==> src/rtl/seg7_scan_driver.sv <==
// seg7_scan_driver: scans a double-buffered 4-digit BCD value onto a common-select seven-segment display.
// Optional per-digit blinking is compiled in when SEG7_BLINK_EN is defined.
module seg7_scan_driver #(
    parameter int DIGIT_CYCLES   = 25,
    parameter int BLANK_CYCLES   = 2,
    parameter int SEG_ACTIVE_LOW = 0,
    parameter int SEL_ACTIVE_LOW = 1
`ifdef SEG7_BLINK_EN
    ,
    parameter int BLINK_FRAMES   = 25
`endif
) (
    input  logic        clk,
    input  logic        reset,
    input  logic        load,
    input  logic [15:0] value,
    input  logic [3:0]  dp_mask,
`ifdef SEG7_BLINK_EN
    input  logic [3:0]  blink_mask,
`endif
    input  logic        blank_lz,
    output logic [6:0]  seg,
    output logic        dp,
    output logic [3:0]  digit_sel,
    output logic        frame_tick
);

    localparam int                TICK_W     = (DIGIT_CYCLES > 2) ? $clog2(DIGIT_CYCLES) : 1;
    localparam logic [TICK_W-1:0] TICK_LAST  = TICK_W'(DIGIT_CYCLES - 1);
    localparam logic [TICK_W-1:0] TICK_BLANK = TICK_W'(BLANK_CYCLES);
    // XOR masks that turn the internal active-high levels into pin levels
    localparam logic [6:0]        SEG_POL    = (SEG_ACTIVE_LOW != 0) ? 7'h7F : 7'h00;
    localparam logic              DP_POL     = (SEG_ACTIVE_LOW != 0) ? 1'b1 : 1'b0;
    localparam logic [3:0]        SEL_POL    = (SEL_ACTIVE_LOW != 0) ? 4'hF : 4'h0;

    logic [TICK_W-1:0] tick_cnt_r;
    logic [1:0]        dig_idx_r;
    logic              boundary_s;

    logic [15:0]       pending_val_r;
    logic [3:0]        pending_dp_r;
    logic [15:0]       shadow_val_r;
    logic [3:0]        shadow_dp_r;

    logic [3:0]        cur_nib_s;
    logic              lz_blank_s;
    logic [6:0]        seg_on_s;
    logic              dp_on_s;
    logic [3:0]        sel_on_s;

    // Segment pattern (g..a) for one nibble; non-decimal codes show a dash.
    function automatic logic [6:0] seg7_decode(input logic [3:0] nib);
        logic [6:0] pat;
        case (nib)
            4'h0:    pat = 7'b0111111;
            4'h1:    pat = 7'b0000110;
            4'h2:    pat = 7'b1011011;
            4'h3:    pat = 7'b1001111;
            4'h4:    pat = 7'b1100110;
            4'h5:    pat = 7'b1101101;
            4'h6:    pat = 7'b1111101;
            4'h7:    pat = 7'b0000111;
            4'h8:    pat = 7'b1111111;
            4'h9:    pat = 7'b1101111;
            default: pat = 7'b1000000;
        endcase
        return pat;
    endfunction

    assign boundary_s = (tick_cnt_r == TICK_LAST) && (dig_idx_r == 2'd3);

    // Slot tick counter and digit index.
    always_ff @(posedge clk) begin
        if (reset) begin
            tick_cnt_r <= '0;
            dig_idx_r  <= 2'd0;
        end else if (tick_cnt_r == TICK_LAST) begin
            tick_cnt_r <= '0;
            dig_idx_r  <= dig_idx_r + 2'd1;
        end else begin
            tick_cnt_r <= tick_cnt_r + TICK_W'(1);
        end
    end

    // Pending/shadow double buffer; a load on the boundary cycle bypasses straight to shadow.
    always_ff @(posedge clk) begin
        if (reset) begin
            pending_val_r <= 16'h0000;
            pending_dp_r  <= 4'h0;
            shadow_val_r  <= 16'h0000;
            shadow_dp_r   <= 4'h0;
        end else begin
            if (load) begin
                pending_val_r <= value;
                pending_dp_r  <= dp_mask;
            end
            if (boundary_s) begin
                shadow_val_r <= load ? value   : pending_val_r;
                shadow_dp_r  <= load ? dp_mask : pending_dp_r;
            end
        end
    end

`ifdef SEG7_BLINK_EN
    localparam int                 FRM_W    = (BLINK_FRAMES > 2) ? $clog2(BLINK_FRAMES) : 1;
    localparam logic [FRM_W-1:0]   FRM_LAST = FRM_W'(BLINK_FRAMES - 1);

    logic [3:0]       pending_bm_r;
    logic [3:0]       shadow_bm_r;
    logic [FRM_W-1:0] frame_cnt_r;
    logic             blink_phase_r;

    // Blink mask double buffer, same capture rules as dp_mask.
    always_ff @(posedge clk) begin
        if (reset) begin
            pending_bm_r <= 4'h0;
            shadow_bm_r  <= 4'h0;
        end else begin
            if (load) begin
                pending_bm_r <= blink_mask;
            end
            if (boundary_s) begin
                shadow_bm_r <= load ? blink_mask : pending_bm_r;
            end
        end
    end

    // Frame counter; blink_phase flips every BLINK_FRAMES frames and starts visible.
    always_ff @(posedge clk) begin
        if (reset) begin
            frame_cnt_r   <= '0;
            blink_phase_r <= 1'b1;
        end else if (boundary_s) begin
            if (frame_cnt_r == FRM_LAST) begin
                frame_cnt_r   <= '0;
                blink_phase_r <= ~blink_phase_r;
            end else begin
                frame_cnt_r   <= frame_cnt_r + FRM_W'(1);
            end
        end
    end
`endif

    // Next output levels (active-high) from the current slot and shadow contents.
    always_comb begin
        cur_nib_s  = 4'h0;
        lz_blank_s = 1'b0;
        seg_on_s   = 7'h00;
        dp_on_s    = 1'b0;
        sel_on_s   = 4'h0;
        case (dig_idx_r)
            2'd0: begin
                cur_nib_s  = shadow_val_r[3:0];
                lz_blank_s = 1'b0;
            end
            2'd1: begin
                cur_nib_s  = shadow_val_r[7:4];
                lz_blank_s = (shadow_val_r[15:4] == 12'h000);
            end
            2'd2: begin
                cur_nib_s  = shadow_val_r[11:8];
                lz_blank_s = (shadow_val_r[15:8] == 8'h00);
            end
            2'd3: begin
                cur_nib_s  = shadow_val_r[15:12];
                lz_blank_s = (shadow_val_r[15:12] == 4'h0);
            end
            default: begin
                cur_nib_s  = 4'h0;
                lz_blank_s = 1'b0;
            end
        endcase
        if (tick_cnt_r < TICK_BLANK) begin
            sel_on_s = 4'h0;
        end else begin
            sel_on_s = 4'b0001 << dig_idx_r;
            if (blank_lz && lz_blank_s) begin
                seg_on_s = 7'h00;
            end else begin
                seg_on_s = seg7_decode(cur_nib_s);
            end
            dp_on_s = shadow_dp_r[dig_idx_r];
`ifdef SEG7_BLINK_EN
            if (!blink_phase_r && shadow_bm_r[dig_idx_r]) begin
                seg_on_s = 7'h00;
                dp_on_s  = 1'b0;
            end else begin
                dp_on_s  = shadow_dp_r[dig_idx_r];
            end
`endif
        end
    end

    // Output registers with polarity applied.
    always_ff @(posedge clk) begin
        if (reset) begin
            seg        <= SEG_POL;
            dp         <= DP_POL;
            digit_sel  <= SEL_POL;
            frame_tick <= 1'b0;
        end else begin
            seg        <= seg_on_s ^ SEG_POL;
            dp         <= dp_on_s ^ DP_POL;
            digit_sel  <= sel_on_s ^ SEL_POL;
            frame_tick <= boundary_s;
        end
    end

endmodule

==> config.mk <==
export PLATFORM = sky130hd
export DESIGN_NAME = seg7_scan_driver
export DESIGN_NICKNAME = d
export VERILOG_FILES = /design/src/rtl/seg7_scan_driver.sv
export SDC_FILE = /design/constraint.sdc
export NUM_CORES = 1
export LEC_CHECK = 0
export BUFFER_PORTS_ARGS = -buffer_cell sky130_fd_sc_hd__buf_2
export CAP_MARGIN = 20
export CORE_UTILIZATION = 25
export CTS_CLUSTER_DIAMETER = 50
export DETAILED_ROUTE_END_ITERATION = 16
export GPL_TIMING_DRIVEN = 0
export PLACE_DENSITY = 0.52
export SLEW_MARGIN = 15
export SYNTH_ARGS = -nofsm -noshare
export SYNTH_HDL_FRONTEND = slang
export SYNTH_SLANG_ARGS = --single-unit
==> constraint.sdc <==
create_clock -name clk -period 1.8 [get_ports clk]
set_input_delay 0.36 -clock clk [delete_from_list [all_inputs] [get_ports clk]]
set_output_delay 0.36 -clock clk [all_outputs]
set_load 0.02 [all_outputs]
==> summary.txt, run 1 <==
Status - complete, but fails checks
Failing checks - negative setup slack
Initial antenna violation count - 0
Final HPWL DP - 3693 µm
# rows - 35
Post-synthesis average cell area - 9.819 µm²
CP Launch Type - register
Final ANT Viol Nets - 0
Slew margin rel. - 0.5039
TritonCTS clock tree - yes
Routed WL - 5182 µm
Post-layout worst setup margin - -211.2 ps
Fin nets - 330
Vias in the first global route - 1787
Die Y - 99.70 µm
Hold Vio Cnt, Final - 0
Setup Skew - 8.261 ps
Area occupied by multi-input gates - 1115 µm²
Top achievable clock speed - 497.2 MHz
Sw Pwr - 0.6375 mW
FILL cells - 979
Yosys cell types - 30
Max FO, Critical Path - 6
Adder-Cell Fraction of Synth Area - 0.06293
Core ar. - 9240 µm²
RSZ-0062 raised after global routing - true
Vias per cell - 4.243
H-tree depth - 3
Starting Density - 0.2582
Largest net degree at the start of global routing - 11
Routability cong. - 0.7854
CTS clk-pin slew, worst paths - 70 ps
I/O pins - 37
DR vias - 1816
Pwr/cell area - 920.7 nW/µm²
Overflow after GRT - 0
Final instance area - 3032 µm²
Inst Count DP - 406
Sw frac - 0.2284
Flops & latches, synth - 60
Yosys synthesis warning count - 0
Gate Count Post-Synth - 243
Sequential Area - 1209 µm²
Largest family of logic cells by synthesized area - simple AND/OR/NAND/NOR gates
Post-Route Utilization - 0.3281
EDFF count, synth - 0
Slew Viols, Final - 0
Comb pwr share - 0.063
Worst Max-Slew Pin Slew - 744.1 ps
Synth Area in Compound Gates - 0.1143
Mapped Area - 2386 µm²
First-pass GRT wire length - 8590 µm
Clock tree sinks - 60
Worst EP arrival - 2250 ps
All-Layer GR Usage - 0.1151
DRT Pass-1 Iters - 7
Area share of and/or/nand/nor cells after synthesis - 0.1384
Drc violations - 0
Hold Buf Count CTS - 0
Clock Latency Late Sink - 340 ps
HP Class - input pin to register
Sequential area share after synthesis - 0.5034
Reg2reg path depth - 8
Share of layout cells above drive strength 1 - 0.2475
CTS buffer count - 9
Peak VDD IR - 0.4325 mV
Width of the die - 99.70 µm
# setup viols final - 7
Async set-or-reset flop fraction in the synthesized netlist - 0
Sequential cell fraction of total power - 0.496
Max clock buf depth - 2
Placement-stage cell area - 2756 µm²
Crit path capture type - register
Hold path depth - 3
Int Pwr - 2.154 mW
Filler-free cell count of the finished design - 428
Sum Neg Setup Slack - -1140 ps
Post-Synth XOR/XNOR Area - 0.01468
Die Area - 9939 µm²
Clock Power Share - 0.441
Syn nets - 279
Worst EP required - 2040 ps
Root buffer cell - clkbuf_8
# port buffers - 34
Maxcap violations - 0
Worst Setup Path Type - register to register
Total power - 2.791 mW
Antenna fix cells - 0
Static Leak - 1.250 nW
Tcrit/Tclk final - 1.117
Post-DR wirelength/cell - 12.11 µm
1st-iter DRT viols - 95
Multiplexer share of the synthesized area - 0.1190
Fin crit period - 2011 ps
P&R area growth vs syn - 27.06%
Dominant synthesized flop cell - dfxtp_1
[metal layers]
layer,vias to the layer above,wire length (µm),track usage
li1,938,-,-
met4,0,93,0.05430
met1,821,2576,0.1488
met3,8,317,0.04849
met2,49,2194,0.1645
met5,-,0,0
[critical path, cell delays in order, from the launching register on]
cell and delay, ps:
dfxtp_4 370, buf_12 120, ha_4 170, a222oi_1 390, mux2i_2 220, ha_1 360
inv_1 70, o21ai_1 50, and3_1 170
[cell type report]
type / count / share of cell area
repair buffers: 41 / 0.07759
flip-flops and latches: 60 / 0.3987
inverters: 13 / 0.01775
clock inverters: 4 / 0.01568
well taps: 129 / 0.05324
plain buffers: 13 / 0.01816
clock buffers: 12 / 0.05118
multi-input cells: 156 / 0.3677
[what timing repair did]
action / 4_1_cts / 5_1_grt
setup endpoints to repair: 7 / 25
resized for setup: 4 / 7
buffers inserted: 6 / 1
pin swaps: 9 / 1
[placed cells by master, fill, tap and decap left out, types with 4 or more instances in the layout]
master    netlist  routed
a211oi_1       20      20
a21oi_1         4       4
a222oi_1        4       4
buf_2           3      37
buf_4           0       6
clkbuf_1       10       9
clkbuf_8        0      11
dfxtp_1        60      58
ha_1           12       7
inv_1          13      11
mux2i_1        25      24
nand2_1         6       6
nor2_1         53      52
[synth_stat cells (all sizes together), types with 2 or more instances]
library cell | number | area [µm²]
nor3 | 2 | 10.01
dfxtp | 60 | 1201
xor2 | 2 | 17.52
nor2 | 53 | 198.9
nand2 | 6 | 22.52
o21ai | 3 | 15.01
and2 | 3 | 18.77
nand3 | 2 | 10.01
a21oi | 4 | 20.02
and3 | 3 | 18.77
o21a | 3 | 22.52
xnor2 | 2 | 17.52
a211oi | 20 | 150.1
mux2i | 25 | 250.2
nor4 | 3 | 18.77
inv | 13 | 48.80
a222oi | 4 | 40.04
clkbuf | 10 | 37.54
ha | 12 | 150.1
buf | 4 | 26.27
[cell families after synthesis]
group           count (synthesis)
compound gates                 37
xor+xnor                        4
fa+ha+maj                      12
buf+inv                        27
flops                          60
mux                            27
simple gates                   76
[power by group through the flow]
stage	sequential (mW)	clock (mW)	combinational (mW)
after floorplan	1.43	0	0.0967
after global placement	1.42	0	0.177
after detailed placement	1.42	0	0.179
after CTS	1.39	1.27	0.180
after global routing	1.39	1.33	0.199
final	1.39	1.23	0.175
[state kept, by name, indices dropped and copies added, names as in the netlist]
name	count
pending_val_r	16
shadow_val_r	16
seg	7
tick_cnt_r	5
digit_sel	4
pending_dp_r	4
shadow_dp_r	4
dig_idx_r	2
dp	1
frame_tick	1
[stage by stage]
stage	hold WS, ps	worst slack [ps]
finish	280.1	-211.2
global route	292.7	-278.7
CTS	268.1	-169.7
detailed placement	454.0	-312.1
global placement	450.2	-279.8
floorplan	429.7	-14.85
[path summary, 6_finish.rpt]
kind	endpoint	slack [ps]	start
worst max register to register	seg[3]	-210	dig_idx_r[0]
worst min register to register	tick_cnt_r[0]	460	tick_cnt_r[0]
worst max-delay path	seg[3]	-210	dig_idx_r[0]
worst min-delay path	pending_val_r[12]	280	value[12]
Power figures use the tool's default switching activity.
==> inputs of run 2 (changes only) <==
--- a/config.mk
+++ b/config.mk
@@ -5,13 +5,13 @@
 export SDC_FILE = /design/constraint.sdc
 export NUM_CORES = 1
 export LEC_CHECK = 0
-export BUFFER_PORTS_ARGS = -buffer_cell sky130_fd_sc_hd__buf_2
 export CAP_MARGIN = 20
 export CORE_UTILIZATION = 25
 export CTS_CLUSTER_DIAMETER = 50
 export DETAILED_ROUTE_END_ITERATION = 16
+export DONT_BUFFER_PORTS = 1
 export GPL_TIMING_DRIVEN = 0
-export PLACE_DENSITY = 0.52
+export PLACE_DENSITY = 0.49
 export SLEW_MARGIN = 15
 export SYNTH_ARGS = -nofsm -noshare
 export SYNTH_HDL_FRONTEND = slang
==> run 2 against run 1 <==
Net effect:
- the flow still finishes with violations (negative setup slack)
- die area is the same
- worst hold slack got worse by 73 ps
- cell area is 2.8% lower
- cell count is 5.8% lower
- clock skew fell by 0.85 ps
- routed wire length is 3.7% higher
- global-route usage increased by 0.18 points
- largest power group unchanged
- critical path depth is the same
- highest routed layer unchanged
- critical path type unchanged
- first-iteration DRC count rose by 8.4%
- setup slack better by 51 ps
- via count is 2.0% lower
==> summary.txt, run 2 (synthesis results as in run 1) <==
Sum Neg Setup Slack - -876.0 ps
Hold Vio Cnt, Final - 0
Final HPWL DP - 3773 µm
Largest net degree at the start of global routing - 11
# rows - 35
Worst EP required - 2020 ps
Sw frac - 0.2422
Comb pwr share - 0.048
Sw Pwr - 0.6244 mW
Peak VDD IR - 0.2467 mV
Die Area - 9939 µm²
1st-iter DRT viols - 103
H-tree depth - 3
Filler-free cell count of the finished design - 403
CTS buffer count - 9
Starting Density - 0.2582
CTS clk-pin slew, worst paths - 70 ps
CP Launch Type - register
Sequential cell fraction of total power - 0.545
Vias per cell - 4.417
Inst Count DP - 372
Die Y - 99.70 µm
Int Pwr - 1.954 mW
Post-layout worst setup margin - -160.1 ps
Top achievable clock speed - 510.2 MHz
Slowest stage delay, CP - 370 ps
Share of layout cells above drive strength 1 - 0.1971
Worst Setup Path Type - register to register
Status - complete, but fails checks
Pwr/cell area - 875.0 nW/µm²
Overflow after GRT - 0
Max clock buf depth - 2
Worst EP arrival - 2180 ps
Crit path capture type - register
Clock Latency Late Sink - 330 ps
RSZ-0062 raised after global routing - true
Final ANT Viol Nets - 0
# setup viols final - 7
Routed WL - 5372 µm
Post-Route Utilization - 0.3189
Worst hold slack - 206.9 ps
Fin crit period - 1960 ps
Slew margin rel. - 0.5226
Vias in the first global route - 1719
Critical path, cell by cell - buf_12 -> ha_4 -> a222oi_1 -> mux2i_2 -> ha_1 -> inv_1 -> o21ai_2 -> and3_1
Initial antenna violation count - 0
DR vias - 1780
Static Leak - 1.143 nW
Max FO, Critical Path - 6
Width of the die - 99.70 µm
First-pass GRT wire length - 8680 µm
Tcrit/Tclk final - 1.089
Most common cell after layout, fill and taps aside - dfxtp_1
Routability cong. - 0.7449
Clock tree sinks - 60
Regs by FF count - pending_val_r: 16 flops, shadow_val_r: 16 flops, seg: 7 flops
# port buffers - 0
Worst Max-Slew Pin Slew - 716.2 ps
Fin nets - 305
Drc violations - 0
TritonCTS clock tree - yes
Antenna fix cells - 0
Post-DR wirelength/cell - 13.33 µm
Setup Skew - 7.409 ps
Slowest-stage cell, CP - dfxtp_4
Most frequent cells in the layout - 58 x dfxtp_1, 51 x nor2_1, 24 x mux2i_1, 20 x a211oi_1, 15 x buf_4
HP Class - input pin to register
Core ar. - 9240 µm²
I/O pins - 37
Failing checks - negative setup slack
Slew Viols, Final - 0
Root buffer cell - clkbuf_8
Maxcap violations - 0
P&R area growth vs syn - 23.49%
All-Layer GR Usage - 0.1169
Clock Power Share - 0.406
DRT Pass-1 Iters - 4
run 2: power by group through the flow:
| stage | clock network, mW | logic, mW | registers (mW) |
|---|---|---|---|
| global placement | 0 | 0.124 | 1.44 |
| floorplan | 0 | 0.0967 | 1.43 |
| detailed placement | 0 | 0.126 | 1.44 |
| CTS | 1.09 | 0.128 | 1.41 |
| finish | 1.05 | 0.125 | 1.41 |
| global route | 1.16 | 0.143 | 1.41 |
run 2: what timing repair did:
item,in CTS,in global routing
gates resized for setup,10,14
hold buffers,0,0
setup buffers,10,5
endpoints found under the setup margin,7,27
gates cloned,0,1
pin swaps,4,3
run 2: layout make-up:
cell class	instances	area (µm²)
fill	973	6294
buffer	13	58.81
multi-input combinational	156	1155
sequential	60	1209
inverter	13	56.30
tap	129	161.4
timing repair buffer	16	136.4
clock buffer	12	145.1
clock inverter	4	25.02
run 2: routing by layer:
metal,vias to the layer above,global-route usage,share of wire
met3,5,0.05271,0.067
met1,841,0.1474,0.47
li1,883,-,-
met4,0,0.05090,0.014
met5,-,0,0
met2,51,0.1708,0.45
run 2: worst paths after layout:
| kind | start | end | slack, ps | cells after the start |
|---|---|---|---|---|
| setup reg to reg | dig_idx_r[1] | seg[3] | -160 | 8 |
| hold reg to reg | tick_cnt_r[0] | tick_cnt_r[0] | 460 | 1 |
| hold / removal | value[13] | pending_val_r[13] | 210 | 2 |
| setup / recovery | dig_idx_r[1] | seg[3] | -160 | 8 |
run 2: through the flow:
stage	power (mW)	cell area, µm²	setup slack [ps]
after floorplan	1.531	2425	-14.85
after global placement	1.560	2586	-312.9
after detailed placement	1.564	2586	-357.3
after CTS	2.624	2850	-106.2
after global routing	2.709	2947	-241.8
final	2.578	2947	-160.1
run 2: critical path: cells and delay by family, from the launching register on:
kind	cells	cell delay, ps
adder cells (fa/ha/maj)	2	530
AO/OA/AOI/OAI	2	390
buffers and inverters	2	200
AND/OR/NAND/NOR	1	140
flip-flops	1	370
multiplexers	1	220
==> inputs of run 3 (changes only) <==
--- a/config.mk
+++ b/config.mk
@@ -6,12 +6,13 @@
 export NUM_CORES = 1
 export LEC_CHECK = 0
 export CAP_MARGIN = 20
-export CORE_UTILIZATION = 25
+export CORE_UTILIZATION = 50
 export CTS_CLUSTER_DIAMETER = 50
 export DETAILED_ROUTE_END_ITERATION = 16
 export DONT_BUFFER_PORTS = 1
 export GPL_TIMING_DRIVEN = 0
-export PLACE_DENSITY = 0.49
+export MAX_ROUTING_LAYER = met4
+export PLACE_DENSITY = 0.77
 export SLEW_MARGIN = 15
 export SYNTH_ARGS = -nofsm -noshare
 export SYNTH_HDL_FRONTEND = slang
==> run 3 against run 2 <==
Net effect:
- the run ends with design-rule violations, negative setup slack left
- register-to-register slack hardly changed
- cell count shrank 20%
- combinational power decreased by 4%
- global-route usage rose by 10 points
- critical path type unchanged
==> summary.txt, run 3 (synthesis results as in run 1) <==
Status - complete, but fails checks
Failing checks - design-rule violations, negative setup slack
Vias per cell - 5.358
Met3 wire length - 230 µm
Peak VDD IR - 0.4754 mV
CTS buffer count - 9
Critical path, cell by cell - inv_4 -> ha_4 -> a222oi_1 -> mux2i_2 -> inv_1 -> ha_1 -> nor2_1 -> nor3_1 -> o21a_1
Width of the die - 71.08 µm
Worst EP required - 2080 ps
Routability cong. - 0.8039
Wire length on met2 - 2120 µm
M1 WL - 2196 µm
Crit path capture type - register
H-tree depth - 3
Tcrit/Tclk final - 1.087
P&R area growth vs syn - 19.93%
Die Area - 5052 µm²
Starting Density - 0.5333
Core ar. - 4474 µm²
CP Launch Type - register
Final HPWL DP - 3132 µm
Static Leak - 1.161 nW
Slowest-stage cell, CP - a222oi_1
Crit path buf inv count - 2
Reg2reg path depth - 9
Total power - 2.941 mW
TritonCTS clock tree - yes
Vias in the first global route - 1774
# rows - 24
Antenna fix cells - 0
Clock Latency Late Sink - 340 ps
Maxcap violations - 0
Post-layout worst setup margin - -157.4 ps
Overflow after GRT - 0
Final instance area - 2861 µm²
Most frequent cells in the layout - 58 x dfxtp_1, 51 x nor2_1, 24 x mux2i_1, 20 x a211oi_1, 14 x buf_4
Pwr/cell area - 1028 nW/µm²
First-pass GRT wire length - 7900 µm
Routed WL - 4691 µm
Top achievable clock speed - 510.9 MHz
Worst EP arrival - 2240 ps
CP top delay family - compound AO/OA/AOI/OAI gates
Hold path depth - 2
Worst Setup Path Type - register to register
Share of layout cells above drive strength 1 - 0.1838
Slew margin rel. - 0.5078
Die Y - 71.08 µm
Fin nets - 303
Initial antenna violation count - 0
RSZ-0062 raised after global routing - true
Crit. path cell count - 9
Most common cell after layout, fill and taps aside - dfxtp_1
Hold Vio Cnt, Final - 0
CTS clk-pin slew, worst paths - 70 ps
I/O pins - 37
Largest net degree at the start of global routing - 11
Inst Count DP - 295
Drc violations - 4
Fin crit period - 1957 ps
Root buffer cell - clkbuf_8
Placement-stage cell area - 2490 µm²
DR vias - 1736
Clock tree sinks - 60
Final ANT Viol Nets - 0
Slowest stage delay, CP - 430 ps
Post-DR wirelength/cell - 14.48 µm
Slew Viols, Final - 0
Worst Max-Slew Pin Slew - 738.3 ps
Sum Neg Setup Slack - -883.2 ps
DRT Pass-1 Iters - 14
Max FO, Critical Path - 6
HP Class - input pin to register
Top sig layer - met4
Max clock buf depth - 2
1st-iter DRT viols - 83
All-Layer GR Usage - 0.2166
Post-Route Utilization - 0.6395
Setup Skew - 4.818 ps
# setup viols final - 7
Filler-free cell count of the finished design - 324
Regs by FF count - pending_val_r: 16 flops, shadow_val_r: 16 flops, seg: 7 flops
# port buffers - 0
run 3: cell count changes in the layout (fill, tap and decap cells not counted), sizes merged:
cell / change
bufinv: +3
clkbuf: -1
clkdlybuf4s15: -1
clkinvlp: -2
buf: -1
run 3: stage by stage:
step,hold slack [ps],setup slack (ps)
after global routing,219.9,-273.2
after floorplan,429.7,-14.85
after CTS,189.3,-144.7
after global placement,444.8,-166.0
after detailed placement,459.6,-227.4
final,196.8,-157.4
run 3: cell type report:
cell class | instances | area, µm²
fillers | 341 | 1613
inverters | 13 | 56.30
repair buffers | 14 | 105.1
multi-input cells | 156 | 1139
clock inverters | 5 | 100.1
flip-flops and latches | 60 | 1209
plain buffers | 13 | 56.30
clock buffers | 11 | 131.4
well taps | 52 | 65.06
run 3: report_power, final:
group	switching (mW)	internal, mW	total (mW)
clock network	0.498	0.915	1.41
registers	0.0351	1.37	1.41
logic	0.0723	0.0480	0.120
run 3: what timing repair did:
| item | 4_1_cts | 5_1_grt |
|---|---|---|
| setup buffers | 8 | 6 |
| hold buffers | 0 | 0 |
| resized for setup | 9 | 10 |
| setup endpoints to repair | 7 | 27 |
| pin swaps | 5 | 3 |
run 3: path summary, 6_finish.rpt:
kind / from / slack, ps / endpoint
max reg2reg: dig_idx_r[1] / -160 / seg[5]
min reg2reg: tick_cnt_r[0] / 460 / tick_cnt_r[0]
min: value[14] / 200 / pending_val_r[14]
max: dig_idx_r[1] / -160 / seg[5]
run 3: metal layers:
layer,GRT usage,vias up
li1,-,886
met1,0.2590,790
met2,0.3226,47
met3,0.06125,13
met4,0.1333,0
met5,-,-
run 3: worst reg2reg max path, cell delays in order (launching register included):
cell and delay [ps]:
dfxtp_4 390, inv_4 60, ha_4 170, a222oi_1 430, mux2i_2 210, inv_1 130
ha_1 170, nor2_1 60, nor3_1 160, o21a_1 130
